## src/rtl/input_feeder_pkg.sv

```systemverilog
// -----------------------------------------------------------------------------
// input_feeder_pkg
// Shared definitions for the input skew feeder:
//   - feeder_state_e : tile sequencing FSM states (IDLE, FEED, DRAIN, DONE)
//   - LFSR_TAPS_<n>  : maximal-length Fibonacci tap masks, bit i = stage i+1
//   - lfsr_taps()    : selects the tap mask for a given register width
// -----------------------------------------------------------------------------
package input_feeder_pkg;

  typedef enum logic [1:0] {
    IDLE  = 2'd0,
    FEED  = 2'd1,
    DRAIN = 2'd2,
    DONE  = 2'd3
  } feeder_state_e;

  localparam logic [31:0] LFSR_TAPS_3  = 32'h0000_0006;
  localparam logic [31:0] LFSR_TAPS_4  = 32'h0000_000C;
  localparam logic [31:0] LFSR_TAPS_5  = 32'h0000_0014;
  localparam logic [31:0] LFSR_TAPS_6  = 32'h0000_0030;
  localparam logic [31:0] LFSR_TAPS_7  = 32'h0000_0060;
  localparam logic [31:0] LFSR_TAPS_8  = 32'h0000_00B8;
  localparam logic [31:0] LFSR_TAPS_9  = 32'h0000_0110;
  localparam logic [31:0] LFSR_TAPS_10 = 32'h0000_0240;
  localparam logic [31:0] LFSR_TAPS_11 = 32'h0000_0500;
  localparam logic [31:0] LFSR_TAPS_12 = 32'h0000_0E08;
  localparam logic [31:0] LFSR_TAPS_13 = 32'h0000_1C80;
  localparam logic [31:0] LFSR_TAPS_14 = 32'h0000_3802;
  localparam logic [31:0] LFSR_TAPS_15 = 32'h0000_6000;
  localparam logic [31:0] LFSR_TAPS_16 = 32'h0000_B400;

  // Tap mask for a width; unsupported widths return 0 (LFSR would stick).
  function automatic logic [31:0] lfsr_taps(input int unsigned width);
    logic [31:0] taps;
    case (width)
      3:       taps = LFSR_TAPS_3;
      4:       taps = LFSR_TAPS_4;
      5:       taps = LFSR_TAPS_5;
      6:       taps = LFSR_TAPS_6;
      7:       taps = LFSR_TAPS_7;
      8:       taps = LFSR_TAPS_8;
      9:       taps = LFSR_TAPS_9;
      10:      taps = LFSR_TAPS_10;
      11:      taps = LFSR_TAPS_11;
      12:      taps = LFSR_TAPS_12;
      13:      taps = LFSR_TAPS_13;
      14:      taps = LFSR_TAPS_14;
      15:      taps = LFSR_TAPS_15;
      16:      taps = LFSR_TAPS_16;
      default: taps = 32'h0000_0000;
    endcase
    return taps;
  endfunction

endpackage

```

## src/rtl/skew_delay_line.sv

```systemverilog
// -----------------------------------------------------------------------------
// skew_delay_line
// Fixed-depth shift register used to skew one PE row. Shifts every cycle,
// never stalls; asynchronous active-high reset clears every stage.
//   clk  in  1      rising-edge clock
//   rst  in  1      asynchronous active-high reset
//   d    in  WIDTH  value entering the line
//   q    out WIDTH  value after DEPTH cycles (DEPTH must be >= 1)
// -----------------------------------------------------------------------------
module skew_delay_line #(
  parameter int DEPTH = 1,
  parameter int WIDTH = 8
) (
  input  logic             clk,
  input  logic             rst,
  input  logic [WIDTH-1:0] d,
  output logic [WIDTH-1:0] q
);

  logic [WIDTH-1:0] stage_q [DEPTH];
  logic [WIDTH-1:0] stage_d [DEPTH];

  // Next value of every stage: the previous stage, or d for the first one.
  always_comb begin
    for (int i = 0; i < DEPTH; i++) begin
      if (i == 0) begin
        stage_d[i] = d;
      end else begin
        stage_d[i] = stage_q[i-1];
      end
    end
  end

  // Stage registers.
  always_ff @(posedge clk or posedge rst) begin
    if (rst) begin
      for (int i = 0; i < DEPTH; i++) begin
        stage_q[i] <= '0;
      end
    end else begin
      for (int i = 0; i < DEPTH; i++) begin
        stage_q[i] <= stage_d[i];
      end
    end
  end

  assign q = stage_q[DEPTH-1];

endmodule

```

## src/rtl/input_skew_feeder.sv

```systemverilog
// -----------------------------------------------------------------------------
// input_skew_feeder
// Accepts a tile of k_len signed input vectors, converts each element to
// sign-magnitude and feeds row r of a PE array r+1 cycles after the beat is
// accepted, so the array sees a diagonal wavefront.
//
// Optional feature macro: INPUT_FEEDER_LFSR_EN
//   defined   : per-row maximal-length LFSR (seed r+1) supplies random numbers
//   undefined : random numbers come from port ext_rand_in, captured per beat
//
// Ports
//   clk, reset               clock / asynchronous active-high reset
//   start, k_len             tile start pulse and tile length (IDLE only)
//   in_valid, in_ready       beat handshake, in_data = ROW_NUM x IN_W signed
//   ext_rand_in              per-row random input (macro undefined only)
//   input_abs_stream         ROW_NUM x (IN_W-1) skewed magnitudes
//   input_sign_stream        ROW_NUM skewed signs
//   b_i_rand_stream          ROW_NUM x RAND_W skewed random numbers
//   row_valid, row_last      per-row beat-present / final-beat flags
//   M_end                    latched k_len replicated per row
//   busy, done               tile in progress / one-cycle completion pulse
// -----------------------------------------------------------------------------
module input_skew_feeder
  import input_feeder_pkg::*;
#(
  parameter int ROW_NUM = 8,
  parameter int IN_W    = 8,
  parameter int RAND_W  = 8,
  parameter int MEND_W  = 8
) (
  input  logic                        clk,
  input  logic                        reset,
  input  logic                        start,
  input  logic [MEND_W-1:0]           k_len,
  input  logic                        in_valid,
  output logic                        in_ready,
  input  logic [ROW_NUM*IN_W-1:0]     in_data,
`ifndef INPUT_FEEDER_LFSR_EN
  input  logic [ROW_NUM*RAND_W-1:0]   ext_rand_in,
`endif
  output logic [ROW_NUM*(IN_W-1)-1:0] input_abs_stream,
  output logic [ROW_NUM-1:0]          input_sign_stream,
  output logic [ROW_NUM*RAND_W-1:0]   b_i_rand_stream,
  output logic [ROW_NUM-1:0]          row_valid,
  output logic [ROW_NUM-1:0]          row_last,
  output logic [ROW_NUM*MEND_W-1:0]   M_end,
  output logic                        busy,
  output logic                        done
);

  localparam int ABS_W    = IN_W - 1;
  // Per-row payload: {valid, last, sign, abs, rand}
  localparam int BUNDLE_W = 3 + ABS_W + RAND_W;
  localparam int DRN_W    = $clog2(ROW_NUM + 1);

  // Two's complement -> {sign, magnitude}; the most negative value saturates.
  function automatic logic [IN_W-1:0] to_sign_mag(input logic [IN_W-1:0] x);
    logic [IN_W-1:0] neg;
    logic [IN_W-1:0] res;
    neg = -x;
    if (x == {1'b1, {ABS_W{1'b0}}}) begin
      res = {1'b1, {ABS_W{1'b1}}};
    end else if (x[IN_W-1]) begin
      res = {1'b1, neg[ABS_W-1:0]};
    end else begin
      res = {1'b0, x[ABS_W-1:0]};
    end
    return res;
  endfunction

  feeder_state_e     state_q, state_d;
  logic [MEND_W-1:0] count_q, count_d;
  logic [MEND_W-1:0] m_end_q, m_end_d;
  logic [DRN_W-1:0]  drain_q, drain_d;
  logic              in_ready_q, in_ready_d;
  logic              busy_q, busy_d;
  logic              done_q, done_d;

  logic              xfer;
  logic              last_beat;
  logic [RAND_W-1:0] rand_cur [ROW_NUM];

  // in_ready_q is high exactly while the FSM sits in FEED.
  assign xfer      = in_valid & in_ready_q;
  assign last_beat = xfer & (count_q == (m_end_q - MEND_W'(1)));

  // FSM next-state and registered-output decode.
  always_comb begin
    state_d = state_q;
    count_d = count_q;
    m_end_d = m_end_q;
    drain_d = drain_q;
    case (state_q)
      IDLE: begin
        if (start) begin
          m_end_d = k_len;
          count_d = '0;
          if (k_len != '0) begin
            state_d = FEED;
          end else begin
            state_d = DONE;
          end
        end else begin
          state_d = IDLE;
        end
      end
      FEED: begin
        if (xfer) begin
          count_d = count_q + MEND_W'(1);
          if (last_beat) begin
            state_d = DRAIN;
            drain_d = '0;
          end else begin
            state_d = FEED;
          end
        end else begin
          state_d = FEED;
        end
      end
      DRAIN: begin
        // Gives the last beat time to walk down to the bottom row.
        if (drain_q == DRN_W'(ROW_NUM - 1)) begin
          state_d = DONE;
        end else begin
          drain_d = drain_q + DRN_W'(1);
        end
      end
      DONE: begin
        state_d = IDLE;
      end
      default: begin
        state_d = IDLE;
      end
    endcase
    in_ready_d = (state_d == FEED);
    busy_d     = (state_d == FEED) || (state_d == DRAIN);
    done_d     = (state_d == DONE);
  end

  // FSM state, counters and registered control outputs.
  always_ff @(posedge clk or posedge reset) begin
    if (reset) begin
      state_q    <= IDLE;
      count_q    <= '0;
      m_end_q    <= '0;
      drain_q    <= '0;
      in_ready_q <= 1'b0;
      busy_q     <= 1'b0;
      done_q     <= 1'b0;
    end else begin
      state_q    <= state_d;
      count_q    <= count_d;
      m_end_q    <= m_end_d;
      drain_q    <= drain_d;
      in_ready_q <= in_ready_d;
      busy_q     <= busy_d;
      done_q     <= done_d;
    end
  end

`ifdef INPUT_FEEDER_LFSR_EN
  localparam logic [31:0] LFSR_TAPS = lfsr_taps(RAND_W);

  logic [RAND_W-1:0] lfsr_q [ROW_NUM];
  logic [RAND_W-1:0] lfsr_d [ROW_NUM];

  // Each beat carries the current LFSR value; the LFSR then steps once.
  always_comb begin
    for (int r = 0; r < ROW_NUM; r++) begin
      rand_cur[r] = lfsr_q[r];
      if (xfer) begin
        lfsr_d[r] = {lfsr_q[r][RAND_W-2:0], ^(lfsr_q[r] & LFSR_TAPS[RAND_W-1:0])};
      end else begin
        lfsr_d[r] = lfsr_q[r];
      end
    end
  end

  // Per-row LFSR registers, seeded with row index + 1.
  always_ff @(posedge clk or posedge reset) begin
    if (reset) begin
      for (int r = 0; r < ROW_NUM; r++) begin
        lfsr_q[r] <= RAND_W'(r + 1);
      end
    end else begin
      for (int r = 0; r < ROW_NUM; r++) begin
        lfsr_q[r] <= lfsr_d[r];
      end
    end
  end
`else
  // Random numbers come straight from the external port on each beat.
  always_comb begin
    for (int r = 0; r < ROW_NUM; r++) begin
      rand_cur[r] = ext_rand_in[r*RAND_W +: RAND_W];
    end
  end
`endif

  logic [BUNDLE_W-1:0] stage_q [ROW_NUM];
  logic [BUNDLE_W-1:0] stage_d [ROW_NUM];
  logic [BUNDLE_W-1:0] row_out [ROW_NUM];

  // Input stage: converted beat on a transfer, all-zero bubble otherwise.
  always_comb begin
    for (int r = 0; r < ROW_NUM; r++) begin
      if (xfer) begin
        stage_d[r] = {1'b1, last_beat, to_sign_mag(in_data[r*IN_W +: IN_W]), rand_cur[r]};
      end else begin
        stage_d[r] = '0;
      end
    end
  end

  // Input stage registers (the first cycle of latency for every row).
  always_ff @(posedge clk or posedge reset) begin
    if (reset) begin
      for (int r = 0; r < ROW_NUM; r++) begin
        stage_q[r] <= '0;
      end
    end else begin
      for (int r = 0; r < ROW_NUM; r++) begin
        stage_q[r] <= stage_d[r];
      end
    end
  end

  // Row r gets r additional cycles of delay; row 0 is the input stage itself.
  for (genvar r = 0; r < ROW_NUM; r++) begin : g_row
    if (r == 0) begin : g_direct
      assign row_out[r] = stage_q[r];
    end else begin : g_skew
      skew_delay_line #(
        .DEPTH(r),
        .WIDTH(BUNDLE_W)
      ) u_skew (
        .clk (clk),
        .rst (reset),
        .d   (stage_q[r]),
        .q   (row_out[r])
      );
    end
  end

  // Unpack the per-row payloads onto the flat output buses.
  always_comb begin
    for (int r = 0; r < ROW_NUM; r++) begin
      row_valid[r]                          = row_out[r][BUNDLE_W-1];
      row_last[r]                           = row_out[r][BUNDLE_W-2];
      input_sign_stream[r]                  = row_out[r][BUNDLE_W-3];
      input_abs_stream[r*ABS_W +: ABS_W]    = row_out[r][RAND_W +: ABS_W];
      b_i_rand_stream[r*RAND_W +: RAND_W]   = row_out[r][RAND_W-1:0];
      M_end[r*MEND_W +: MEND_W]             = m_end_q;
    end
  end

  assign in_ready = in_ready_q;
  assign busy     = busy_q;
  assign done     = done_q;

endmodule

```

## config.mk

```make
export PLATFORM = sky130hd
export DESIGN_NAME = input_skew_feeder
export DESIGN_NICKNAME = d
export VERILOG_FILES = /design/src/rtl/input_feeder_pkg.sv /design/src/rtl/skew_delay_line.sv /design/src/rtl/input_skew_feeder.sv
export SDC_FILE = /design/constraint.sdc
export NUM_CORES = 1
export LEC_CHECK = 0
export CAP_MARGIN = 20
export CORE_MARGIN = 2
export CORE_UTILIZATION = 46
export CTS_BUF_LIST = sky130_fd_sc_hd__clkbuf_8 sky130_fd_sc_hd__clkbuf_16
export DETAILED_ROUTE_END_ITERATION = 16
export PLACE_DENSITY = 0.81
export SLEW_MARGIN = 5
export SYNTH_ARGS = -nofsm -noshare
export SYNTH_HDL_FRONTEND = slang
export SYNTH_SLANG_ARGS = --single-unit
```

## constraint.sdc

```tcl
create_clock -name clk -period 22.1 [get_ports clk]
set_input_delay 4.42 -clock clk [delete_from_list [all_inputs] [get_ports clk]]
set_output_delay 4.42 -clock clk [all_outputs]
set_load 0.01 [all_outputs]
```

==> impl_results.html, run 1 <==
<table>
<tr><th>Metric</th><th>Value</th></tr>
<tr><th colspan="2">Layout</th></tr>
<tr><td>Layout Cells excl Fill</td><td>1998</td></tr>
<tr><td>Fill count</td><td>2858</td></tr>
<tr><td>Synthesis-to-layout area growth</td><td>30.5%</td></tr>
<tr><td>Net count reported at finish</td><td>1576</td></tr>
<tr><td>Share of final-layout standard cells stronger than drive strength 1</td><td>8.84%</td></tr>
<tr><th colspan="2">CTS</th></tr>
<tr><td>Sink count of the clock tree</td><td>617</td></tr>
<tr><td>Number of buffers inserted by hold repair at cts</td><td>0</td></tr>
<tr><td>TritonCTS clock tree</td><td>yes</td></tr>
<tr><td>Maximum count of clock buffers along a single path</td><td>3</td></tr>
<tr><td>CTS root buffer</td><td>sky130_fd_sc_hd__clkbuf_16</td></tr>
<tr><td>Worst-skew pair later-pin latency</td><td>0.60 ns</td></tr>
<tr><td>Clock Pin Slew Worst Setup and Hold Paths</td><td>0.07 ns</td></tr>
<tr><td>CTS H-tree lvls</td><td>2</td></tr>
<tr><td>TritonCTS buffer count</td><td>57</td></tr>
<tr><td>Post-CTS Resized</td><td>0</td></tr>
<tr><td>Buffers inserted by post-CTS timing repair</td><td>0</td></tr>
<tr><th colspan="2">Hold path</th></tr>
<tr><td>Worst Hold Class</td><td>reg2reg</td></tr>
<tr><td>Hold endpoint</td><td>g_row[4].g_skew.u_skew.stage_d[3]$_DFF_PP0_</td></tr>
<tr><td>Number of cells on the worst hold path</td><td>0</td></tr>
<tr><td>Origin of the worst min-delay path</td><td>g_row[4].g_skew.u_skew.stage_d[21]$_DFF_PP0_</td></tr>
<tr><th colspan="2">Synthesis</th></tr>
<tr><td>Synthesized area</td><td>0.0186 mm²</td></tr>
<tr><td>Fraction of synthesized cell area taken by the top area cell type</td><td>83.1%</td></tr>
<tr><td>Synthesized Nets</td><td>1265</td></tr>
<tr><td>Top cells by area, synth</td><td>sky130_fd_sc_hd__dfrtp_1 83%, sky130_fd_sc_hd__buf_4 2.8%, sky130_fd_sc_hd__and3_1 2.5%</td></tr>
<tr><td>Cell with the most instances after synthesis</td><td>sky130_fd_sc_hd__dfrtp_1</td></tr>
<tr><td>Most instantiated flip-flop cell in the synthesis netlist</td><td>sky130_fd_sc_hd__dfrtp_1</td></tr>
<tr><td>Yosys top cell by area</td><td>sky130_fd_sc_hd__dfrtp_1</td></tr>
<tr><td>Post-synth top cells</td><td>617 x sky130_fd_sc_hd__dfrtp_1, 73 x sky130_fd_sc_hd__and3_1, 70 x sky130_fd_sc_hd__buf_4</td></tr>
<tr><td>Number of enable flip-flop cells after synthesis</td><td>0</td></tr>
<tr><td>Average footprint of a synthesized cell</td><td>16.7 µm²</td></tr>
<tr><td>Count of cell types in the netlist</td><td>40</td></tr>
<tr><td>Async S/R FF share, synth</td><td>100%</td></tr>
<tr><td>Flip-flop and latch count after synthesis</td><td>617</td></tr>
<tr><td>Number of instances in the synthesized netlist</td><td>1113</td></tr>
<tr><td>Part of the Yosys area used for sequential elements</td><td>83.1%</td></tr>
<tr><td>Number of warnings issued by yosys</td><td>0</td></tr>
<tr><th colspan="2">Worst setup path</th></tr>
<tr><td>Logic depth of the worst setup path including buffers</td><td>5</td></tr>
<tr><td>Crit end category</td><td>asynchronous set/reset pin</td></tr>
<tr><td>Crit-path slowest cell</td><td>sky130_fd_sc_hd__buf_4</td></tr>
<tr><td>Critical path type</td><td>in2async</td></tr>
<tr><td>Worst-path fanout max</td><td>146</td></tr>
<tr><td>Worst reg-to-reg path cell count</td><td>8</td></tr>
<tr><td>Reg2reg start</td><td>m_end_q[0]$_DFFE_PP0P_</td></tr>
<tr><td>Worst path max stage delay</td><td>0.75 ns</td></tr>
<tr><td>Required time reported for the critical path endpoint</td><td>22.69 ns</td></tr>
<tr><td>Worst path bufs/invs</td><td>5</td></tr>
<tr><td>Cell repeated most along the worst path</td><td>sky130_fd_sc_hd__buf_4</td></tr>
<tr><td>CP arrival</td><td>7.41 ns</td></tr>
<tr><td>R2R Setup Slk</td><td>19.32 ns</td></tr>
<tr><td>Reg-to-Reg End</td><td>busy$_DFF_PP0_</td></tr>
<tr><td>Critical Path Start Type</td><td>input pin</td></tr>
<tr><td>Largest delay share family, worst path</td><td>buffers and inverters</td></tr>
<tr><td>Cell Chain, Critical Path</td><td>clkdlybuf4s50_1 -&gt; inv_8 -&gt; buf_4 -&gt; buf_12 -&gt; buf_4</td></tr>
<tr><th colspan="2">Power</th></tr>
<tr><td>Int Power</td><td>2.16 mW</td></tr>
<tr><td>Switching fraction of total power</td><td>25.4%</td></tr>
<tr><td>Lkg Pwr</td><td>11.6 nW</td></tr>
<tr><td>Ratio of total power to cell area</td><td>120 mW/mm²</td></tr>
<tr><td>IR drop worst, VDD</td><td>0.114 mV</td></tr>
<tr><td>Reported net switching power</td><td>0.735 mW</td></tr>
<tr><td>Proportion of power drawn by flip-flops and latches</td><td>48.2%</td></tr>
<tr><td>Clock share of power</td><td>35.8%</td></tr>
<tr><td>Total power of the final layout</td><td>2.90 mW</td></tr>
<tr><td>Share of total power in combinational logic</td><td>15.9%</td></tr>
<tr><th colspan="2">Floorplan</th></tr>
<tr><td>Number of rows created at floorplan</td><td>73</td></tr>
<tr><td>Die Height</td><td>205 µm</td></tr>
<tr><td>Width of the die</td><td>205 µm</td></tr>
<tr><td>Area of the die</td><td>0.0420 mm²</td></tr>
<tr><td>Area of the placeable core</td><td>0.0398 mm²</td></tr>
<tr><td>Starting density of the core</td><td>46.6%</td></tr>
<tr><td>Count of boundary I/O pins</td><td>351</td></tr>
<tr><th colspan="2">Run status</th></tr>
<tr><td>Status</td><td>finished clean</td></tr>
<tr><th colspan="2">Timing</th></tr>
<tr><td>Period utilization</td><td>30.9%</td></tr>
<tr><td>Setup clock skew after layout</td><td>0.0134 ns</td></tr>
<tr><td>Final number of hold-violating endpoints</td><td>0</td></tr>
<tr><td>Highest clock rate</td><td>0.147 GHz</td></tr>
<tr><td>Setup TNS</td><td>0 ns</td></tr>
<tr><td>Transition time of the tightest slew-check pin</td><td>0.959 ns</td></tr>
<tr><td>Pins Over Slew Limit</td><td>0</td></tr>
<tr><td>Worst hold margin</td><td>0.339 ns</td></tr>
<tr><td>Final setup vio count</td><td>0</td></tr>
<tr><td>Clock period minus worst slack</td><td>6.82 ns</td></tr>
<tr><td>Worst rel slew slack</td><td>36.1%</td></tr>
<tr><td>Setup repair after global routing missed its margin</td><td>false</td></tr>
<tr><th colspan="2">Place</th></tr>
<tr><td>Port bufs</td><td>350</td></tr>
<tr><td>Gp weighted congestion</td><td>0.819</td></tr>
<tr><td>Placed Cells incl. Taps</td><td>1887</td></tr>
<tr><td>DPL Wire Length</td><td>23500 µm</td></tr>
<tr><th colspan="2">Global routing</th></tr>
<tr><td>Global-route wire length before repair</td><td>58900 µm</td></tr>
<tr><td>Via count of the first global-routing pass</td><td>10500</td></tr>
<tr><td>Pin count of the biggest net entering global routing</td><td>147</td></tr>
<tr><td>GRT Resource Usage Total</td><td>18.6%</td></tr>
<tr><td>GRT overflow</td><td>0</td></tr>
<tr><td>Number of antenna violations at the first check in global routing</td><td>4</td></tr>
<tr><th colspan="2">Drt</th></tr>
<tr><td>Total number of vias</td><td>9485</td></tr>
<tr><td>Vias per inst</td><td>4.75</td></tr>
<tr><td>Final routed wire length divided by cell count</td><td>19.1 µm</td></tr>
<tr><td>Final wirelength</td><td>38100 µm</td></tr>
<tr><td>Pre-Repair DR Iteration Count</td><td>5</td></tr>
<tr><td># DRC</td><td>0</td></tr>
<tr><td>Iteration-0 DRC count of the detailed router</td><td>517</td></tr>
<tr><td>Number of routed nets with antenna violations</td><td>0</td></tr>
<tr><th colspan="2">Job</th></tr>
<tr><td>Maxcap violations</td><td>0</td></tr>
</table>
## power groups by stage
stage	sequential (mW)	combinational (mW)	clock, mW
final	1.40	0.462	1.04
after global routing	1.42	0.498	1.11
after detailed placement	1.42	0.463	0
after CTS	1.40	0.467	1.06
after floorplan	1.41	0.245	0
after global placement	1.40	0.451	0
## sequential cells by signal (all words and copies together), names as in the netlist
name,count
b_i_rand_stream,8
busy,1
count_q,8
g_row.g_skew.u_skew.stage_d,342
input_sign_stream,1
input_abs_stream,7
row_valid,1
in_ready,1
done,1
drain_q,4
m_end_q,8
stage_q,113
state_q,2
g_row.g_skew.u_skew.q,120
## area by class of cell
cell class                 instances  area, µm²  share of cell area (%)
antenna                            2       5.00                  0.0206
clock buffer                      67       1560                    6.45
clock inverter                    39        477                    1.97
inverter                          24       97.6                   0.403
multi-input combinational        362       2370                    9.78
sequential                       617      15400                    63.7
tap                              525        657                    2.71
timing repair buffer             362       3620                    15.0
## per-layer routing
layer / GRT usage [%] / share of wire [%] / up-vias
li1: - / - / 4203
met1: 23.1 / 39 / 4887
met2: 31.6 / 52 / 315
met3: 4.07 / 6.1 / 78
met4: 7.48 / 2.9 / 2
met5: 0 / 0.034 / -
## worst max path at each step
stage | from | end
after floorplan | reset | b_i_rand_stream[0]$_DFF_PP0_
after detailed placement | reset | g_row[7].g_skew.u_skew.stage_d[34]$_DFF_PP0_
after global placement | reset | stage_q[54]$_DFF_PP0_
final | reset | stage_q[110]$_DFF_PP0_
after CTS | reset | g_row[5].g_skew.u_skew.stage_d[62]$_DFF_PP0_
after global routing | reset | g_row[1].g_skew.u_skew.q[5]$_DFF_PP0_
## cell families (layout without fill, tap and decap cells)
logic type | after synthesis | in the layout | synth area share, %
flip-flops | 617 | 617 | 83.1
AND/OR/NAND/NOR | 183 | 183 | 5.63
buffers and inverters | 134 | 492 | 4.14
AO/OA/AOI/OAI | 105 | 105 | 3.24
XOR/XNOR | 46 | 46 | 2.17
multiplexers | 16 | 16 | 0.903
adder cells (fa/ha/maj) | 12 | 12 | 0.808
other | 0 | 2 | 0
## stage by stage
| step | util [%] | instance area [µm²] | setup WS [ns] |
|---|---|---|---|
| 5_1_grt | 60.8 | 24200 | 14.74 |
| 6_report | 60.9 | 24200 | 15.28 |
| 3_5_place_dp | 55.6 | 22100 | 14.35 |
| 3_3_place_gp | 55.6 | 22100 | 14.50 |
| 4_1_cts | 60.7 | 24200 | 15.00 |
| 2_1_floorplan | - | 18600 | 0.403 |
## cell usage in the layout, fill, tap and decap left out, types with 4 or more instances in the layout
master,instances
sky130_fd_sc_hd__mux2_2,6
sky130_fd_sc_hd__clkinvlp_4,7
sky130_fd_sc_hd__a21oi_1,55
sky130_fd_sc_hd__or3b_1,6
sky130_fd_sc_hd__clkdlybuf4s50_1,349
sky130_fd_sc_hd__nor2_1,20
sky130_fd_sc_hd__nand2b_1,5
sky130_fd_sc_hd__clkinv_2,14
sky130_fd_sc_hd__inv_6,4
sky130_fd_sc_hd__inv_1,25
sky130_fd_sc_hd__and3_1,73
sky130_fd_sc_hd__buf_4,9
sky130_fd_sc_hd__o21ai_0,20
sky130_fd_sc_hd__xor2_1,29
sky130_fd_sc_hd__mux2i_1,10
sky130_fd_sc_hd__dfrtp_1,616
sky130_fd_sc_hd__bufinv_16,9
sky130_fd_sc_hd__clkbuf_16,57
sky130_fd_sc_hd__nand2_1,28
sky130_fd_sc_hd__o31ai_1,8
sky130_fd_sc_hd__ha_1,12
sky130_fd_sc_hd__nor2b_1,12
sky130_fd_sc_hd__nand3_1,7
sky130_fd_sc_hd__nor3_1,5
sky130_fd_sc_hd__a31oi_1,10
sky130_fd_sc_hd__clkbuf_8,10
sky130_fd_sc_hd__or3_1,16
sky130_fd_sc_hd__xnor2_1,17
(Power assumes the default switching activity.)
==> inputs of run 2 (changes only) <==
Clock period 22.1 ns to 5.8 ns, I/O delays scaled along.
==> impl_results.html, run 2 (synthesized netlist as in run 1, its figures left out) <==
<table>
<tr><th>Metric</th><th>Value</th></tr>
<tr><th colspan="2">Timing</th></tr>
<tr><td>Worst hold margin</td><td>0.340 ns (+0.00148 ns)</td></tr>
<tr><td>Period utilization</td><td>58.5%</td></tr>
<tr><td>Pins Over Slew Limit</td><td>0 (unchanged)</td></tr>
<tr><td>Transition time of the tightest slew-check pin</td><td>1.04 ns (+0.0855 ns)</td></tr>
<tr><td>Worst rel slew slack</td><td>30.1% (-6.0 points)</td></tr>
<tr><td>Final number of hold-violating endpoints</td><td>0 (unchanged)</td></tr>
<tr><td>Setup TNS</td><td>0 ns (unchanged)</td></tr>
<tr><td>Clock period minus worst slack</td><td>3.39 ns</td></tr>
<tr><td>Setup repair after global routing missed its margin</td><td>false</td></tr>
<tr><td>Highest clock rate</td><td>0.295 GHz</td></tr>
<tr><td>Setup clock skew after layout</td><td>0.00938 ns (-0.00404 ns)</td></tr>
<tr><td>Final setup vio count</td><td>0 (unchanged)</td></tr>
<tr><td>Post-route setup slack</td><td>2.41 ns (-12.88 ns)</td></tr>
<tr><th colspan="2">Layout</th></tr>
<tr><td>Net count reported at finish</td><td>1577 (+0.063%)</td></tr>
<tr><td>Fill count</td><td>2879 (+0.73%)</td></tr>
<tr><td>Share of final-layout standard cells stronger than drive strength 1</td><td>8.42% (-0.41 points)</td></tr>
<tr><td>Register cell area after layout</td><td>0.0154 mm² (unchanged)</td></tr>
<tr><td>Multi-input gate area in the final layout</td><td>0.00237 mm² (unchanged)</td></tr>
<tr><td>Most used cells in the layout excluding fill and tap cells</td><td>616 x sky130_fd_sc_hd__dfrtp_1, 349 x sky130_fd_sc_hd__clkdlybuf4s50_1, 73 x sky130_fd_sc_hd__and3_1, 57 x sky130_fd_sc_hd__clkbuf_16, 55 x sky130_fd_sc_hd__a21oi_1</td></tr>
<tr><td>Most frequent standard cell in the layout excluding fill and tap cells</td><td>sky130_fd_sc_hd__dfrtp_1</td></tr>
<tr><td>Synthesis-to-layout area growth</td><td>30.5% (about the same)</td></tr>
<tr><td>Max FFs per register</td><td>342 (unchanged)</td></tr>
<tr><th colspan="2">Drt</th></tr>
<tr><td># DRC</td><td>0 (unchanged)</td></tr>
<tr><td>Number of routed nets with antenna violations</td><td>0 (unchanged)</td></tr>
<tr><td>Final routed wire length divided by cell count</td><td>18.8 µm (-1.4%)</td></tr>
<tr><td>Final wirelength</td><td>37600 µm (-1.3%)</td></tr>
<tr><td>Pre-Repair DR Iteration Count</td><td>5 (unchanged)</td></tr>
<tr><td>Iteration-0 DRC count of the detailed router</td><td>493 (-4.6%)</td></tr>
<tr><td>Total number of vias</td><td>9520 (+0.37%)</td></tr>
<tr><td>Vias per inst</td><td>4.76 (+0.32%)</td></tr>
<tr><th colspan="2">Worst setup path</th></tr>
<tr><td>Worst-path fanout max</td><td>75 (-49%)</td></tr>
<tr><td>Critical Path Start Type</td><td>flip-flop</td></tr>
<tr><td>Critical path type</td><td>reg2out</td></tr>
<tr><td>Required time reported for the critical path endpoint</td><td>4.64 ns (-18.05 ns)</td></tr>
<tr><td>Crit end category</td><td>output port</td></tr>
<tr><td>CP arrival</td><td>2.23 ns (-5.18 ns)</td></tr>
<tr><th colspan="2">Global routing</th></tr>
<tr><td>Pin count of the biggest net entering global routing</td><td>191 (+30%)</td></tr>
<tr><td>Via count of the first global-routing pass</td><td>10400 (-0.49%)</td></tr>
<tr><td>GRT overflow</td><td>0 (unchanged)</td></tr>
<tr><td>Global-route wire length before repair</td><td>58100 µm (-1.3%)</td></tr>
<tr><td>GRT Resource Usage Total</td><td>18.3% (-0.25 points)</td></tr>
<tr><td>Number of antenna violations at the first check in global routing</td><td>6 (+2)</td></tr>
<tr><th colspan="2">Power</th></tr>
<tr><td>Reported net switching power</td><td>2.77 mW (+280%)</td></tr>
<tr><td>IR drop worst, VDD</td><td>0.328 mV (+190%)</td></tr>
<tr><td>Lkg Pwr</td><td>11.6 nW (+0.20%)</td></tr>
<tr><td>Switching fraction of total power</td><td>25.2% (-0.18 points)</td></tr>
<tr><td>Proportion of power drawn by flip-flops and latches</td><td>48.3% (about the same)</td></tr>
<tr><td>Ratio of total power to cell area</td><td>454 mW/mm² (+280%)</td></tr>
<tr><td>Int Power</td><td>8.23 mW (+280%)</td></tr>
<tr><td>Share of total power in combinational logic</td><td>16.2% (+0.3 points)</td></tr>
<tr><td>Clock share of power</td><td>35.5% (-0.3 points)</td></tr>
<tr><th colspan="2">Floorplan</th></tr>
<tr><td>Number of rows created at floorplan</td><td>73 (unchanged)</td></tr>
<tr><td>Count of boundary I/O pins</td><td>351 (unchanged)</td></tr>
<tr><td>Die Height</td><td>205 µm (unchanged)</td></tr>
<tr><td>Area of the placeable core</td><td>0.0398 mm² (unchanged)</td></tr>
<tr><td>Width of the die</td><td>205 µm (unchanged)</td></tr>
<tr><td>Area of the die</td><td>0.0420 mm² (unchanged)</td></tr>
<tr><td>Starting density of the core</td><td>46.6% (unchanged)</td></tr>
<tr><th colspan="2">CTS</th></tr>
<tr><td>Sink count of the clock tree</td><td>617 (unchanged)</td></tr>
<tr><td>CTS H-tree lvls</td><td>2 (unchanged)</td></tr>
<tr><td>TritonCTS clock tree</td><td>yes</td></tr>
<tr><td>TritonCTS buffer count</td><td>57 (unchanged)</td></tr>
<tr><td>Worst-skew pair later-pin latency</td><td>0.59 ns (about the same)</td></tr>
<tr><td>CTS root buffer</td><td>sky130_fd_sc_hd__clkbuf_16</td></tr>
<tr><td>Post-CTS Resized</td><td>0 (unchanged)</td></tr>
<tr><td>Clock Pin Slew Worst Setup and Hold Paths</td><td>0.06 ns (about the same)</td></tr>
<tr><td>Maximum count of clock buffers along a single path</td><td>3 (unchanged)</td></tr>
<tr><td>Buffers inserted by post-CTS timing repair</td><td>0 (unchanged)</td></tr>
<tr><td>Number of buffers inserted by hold repair at cts</td><td>0 (unchanged)</td></tr>
<tr><th colspan="2">Job</th></tr>
<tr><td>Maxcap violations</td><td>0 (unchanged)</td></tr>
<tr><th colspan="2">Place</th></tr>
<tr><td>Gp weighted congestion</td><td>0.837 (+2.2%)</td></tr>
<tr><td>Worst slack at placement</td><td>2.23 ns (-12.12 ns)</td></tr>
<tr><td>Port bufs</td><td>350 (unchanged)</td></tr>
<tr><td>DPL Wire Length</td><td>23400 µm (-0.40%)</td></tr>
<tr><th colspan="2">Run status</th></tr>
<tr><td>Status</td><td>finished clean</td></tr>
<tr><th colspan="2">Hold path</th></tr>
<tr><td>Worst Hold Class</td><td>reg2reg</td></tr>
</table>
==> run 2: per-stage QoR <==
step                area [µm²]  util (%)  std cells  power (mW)
floorplan                18600         -       1113        6.30
global placement         22200      55.7       1890        7.05
detailed placement       22200      55.7       1890        7.17
CTS                      24200      60.8       1996        11.1
global route             24200      60.8       1998        11.5
finish                   24200      60.9       1999        11.0
==> run 2: final cells by class <==
| class | instances | area share, % |
|---|---|---|
| Tap cell | 525 | 2.71 |
| Multi-Input combinational cell | 362 | 9.78 |
| Clock inverter | 36 | 1.71 |
| Inverter | 24 | 0.387 |
| Sequential cell | 617 | 63.7 |
| Antenna cell | 2 | 0.0207 |
| Clock buffer | 70 | 6.62 |
| Timing Repair Buffer | 363 | 15.0 |
==> run 2: critical path: stages (launching register included) <==
cell	delay [ns]
sky130_fd_sc_hd__dfrtp_2	0.37
sky130_fd_sc_hd__buf_4	0.60
sky130_fd_sc_hd__clkdlybuf4s50_1	0.67
==> run 2: power by group through the flow <==
stage | sequential (mW) | clock, mW | combinational, mW
floorplan | 5.37 | 0 | 0.934
global placement | 5.32 | 0 | 1.73
detailed placement | 5.38 | 0 | 1.79
CTS | 5.32 | 4.03 | 1.80
global route | 5.38 | 4.20 | 1.92
finish | 5.31 | 3.91 | 1.78
==> run 2: worst paths after layout <==
path                       cells after the start  slack (ns)                                      endpoint                                    startpoint
min in group asynchronous                      2        0.99        g_row[7].g_skew.u_skew.q[17]$_DFF_PP0_                                         reset
max in group asynchronous                      3        3.41         g_row[1].g_skew.u_skew.q[7]$_DFF_PP0_                                         reset
setup reg to reg                               8        3.00                                busy$_DFF_PP0_                        m_end_q[0]$_DFFE_PP0P_
setup / recovery                               2        2.41                                      in_ready                            in_ready$_DFF_PP0_
hold reg to reg                                0        0.34  g_row[7].g_skew.u_skew.stage_d[81]$_DFF_PP0_  g_row[7].g_skew.u_skew.stage_d[99]$_DFF_PP0_
hold / removal                                 0        0.34  g_row[7].g_skew.u_skew.stage_d[81]$_DFF_PP0_  g_row[7].g_skew.u_skew.stage_d[99]$_DFF_PP0_
==> run 2: routing by layer <==
| layer | vias to the layer above | routed length (µm) | global-route usage [%] |
|---|---|---|---|
| met5 | - | 12 | 0 |
| met4 | 2 | 935 | 7.07 |
| met2 | 327 | 19900 | 31.8 |
| li1 | 4205 | - | - |
| met1 | 4921 | 14300 | 21.9 |
| met3 | 65 | 2480 | 4.71 |
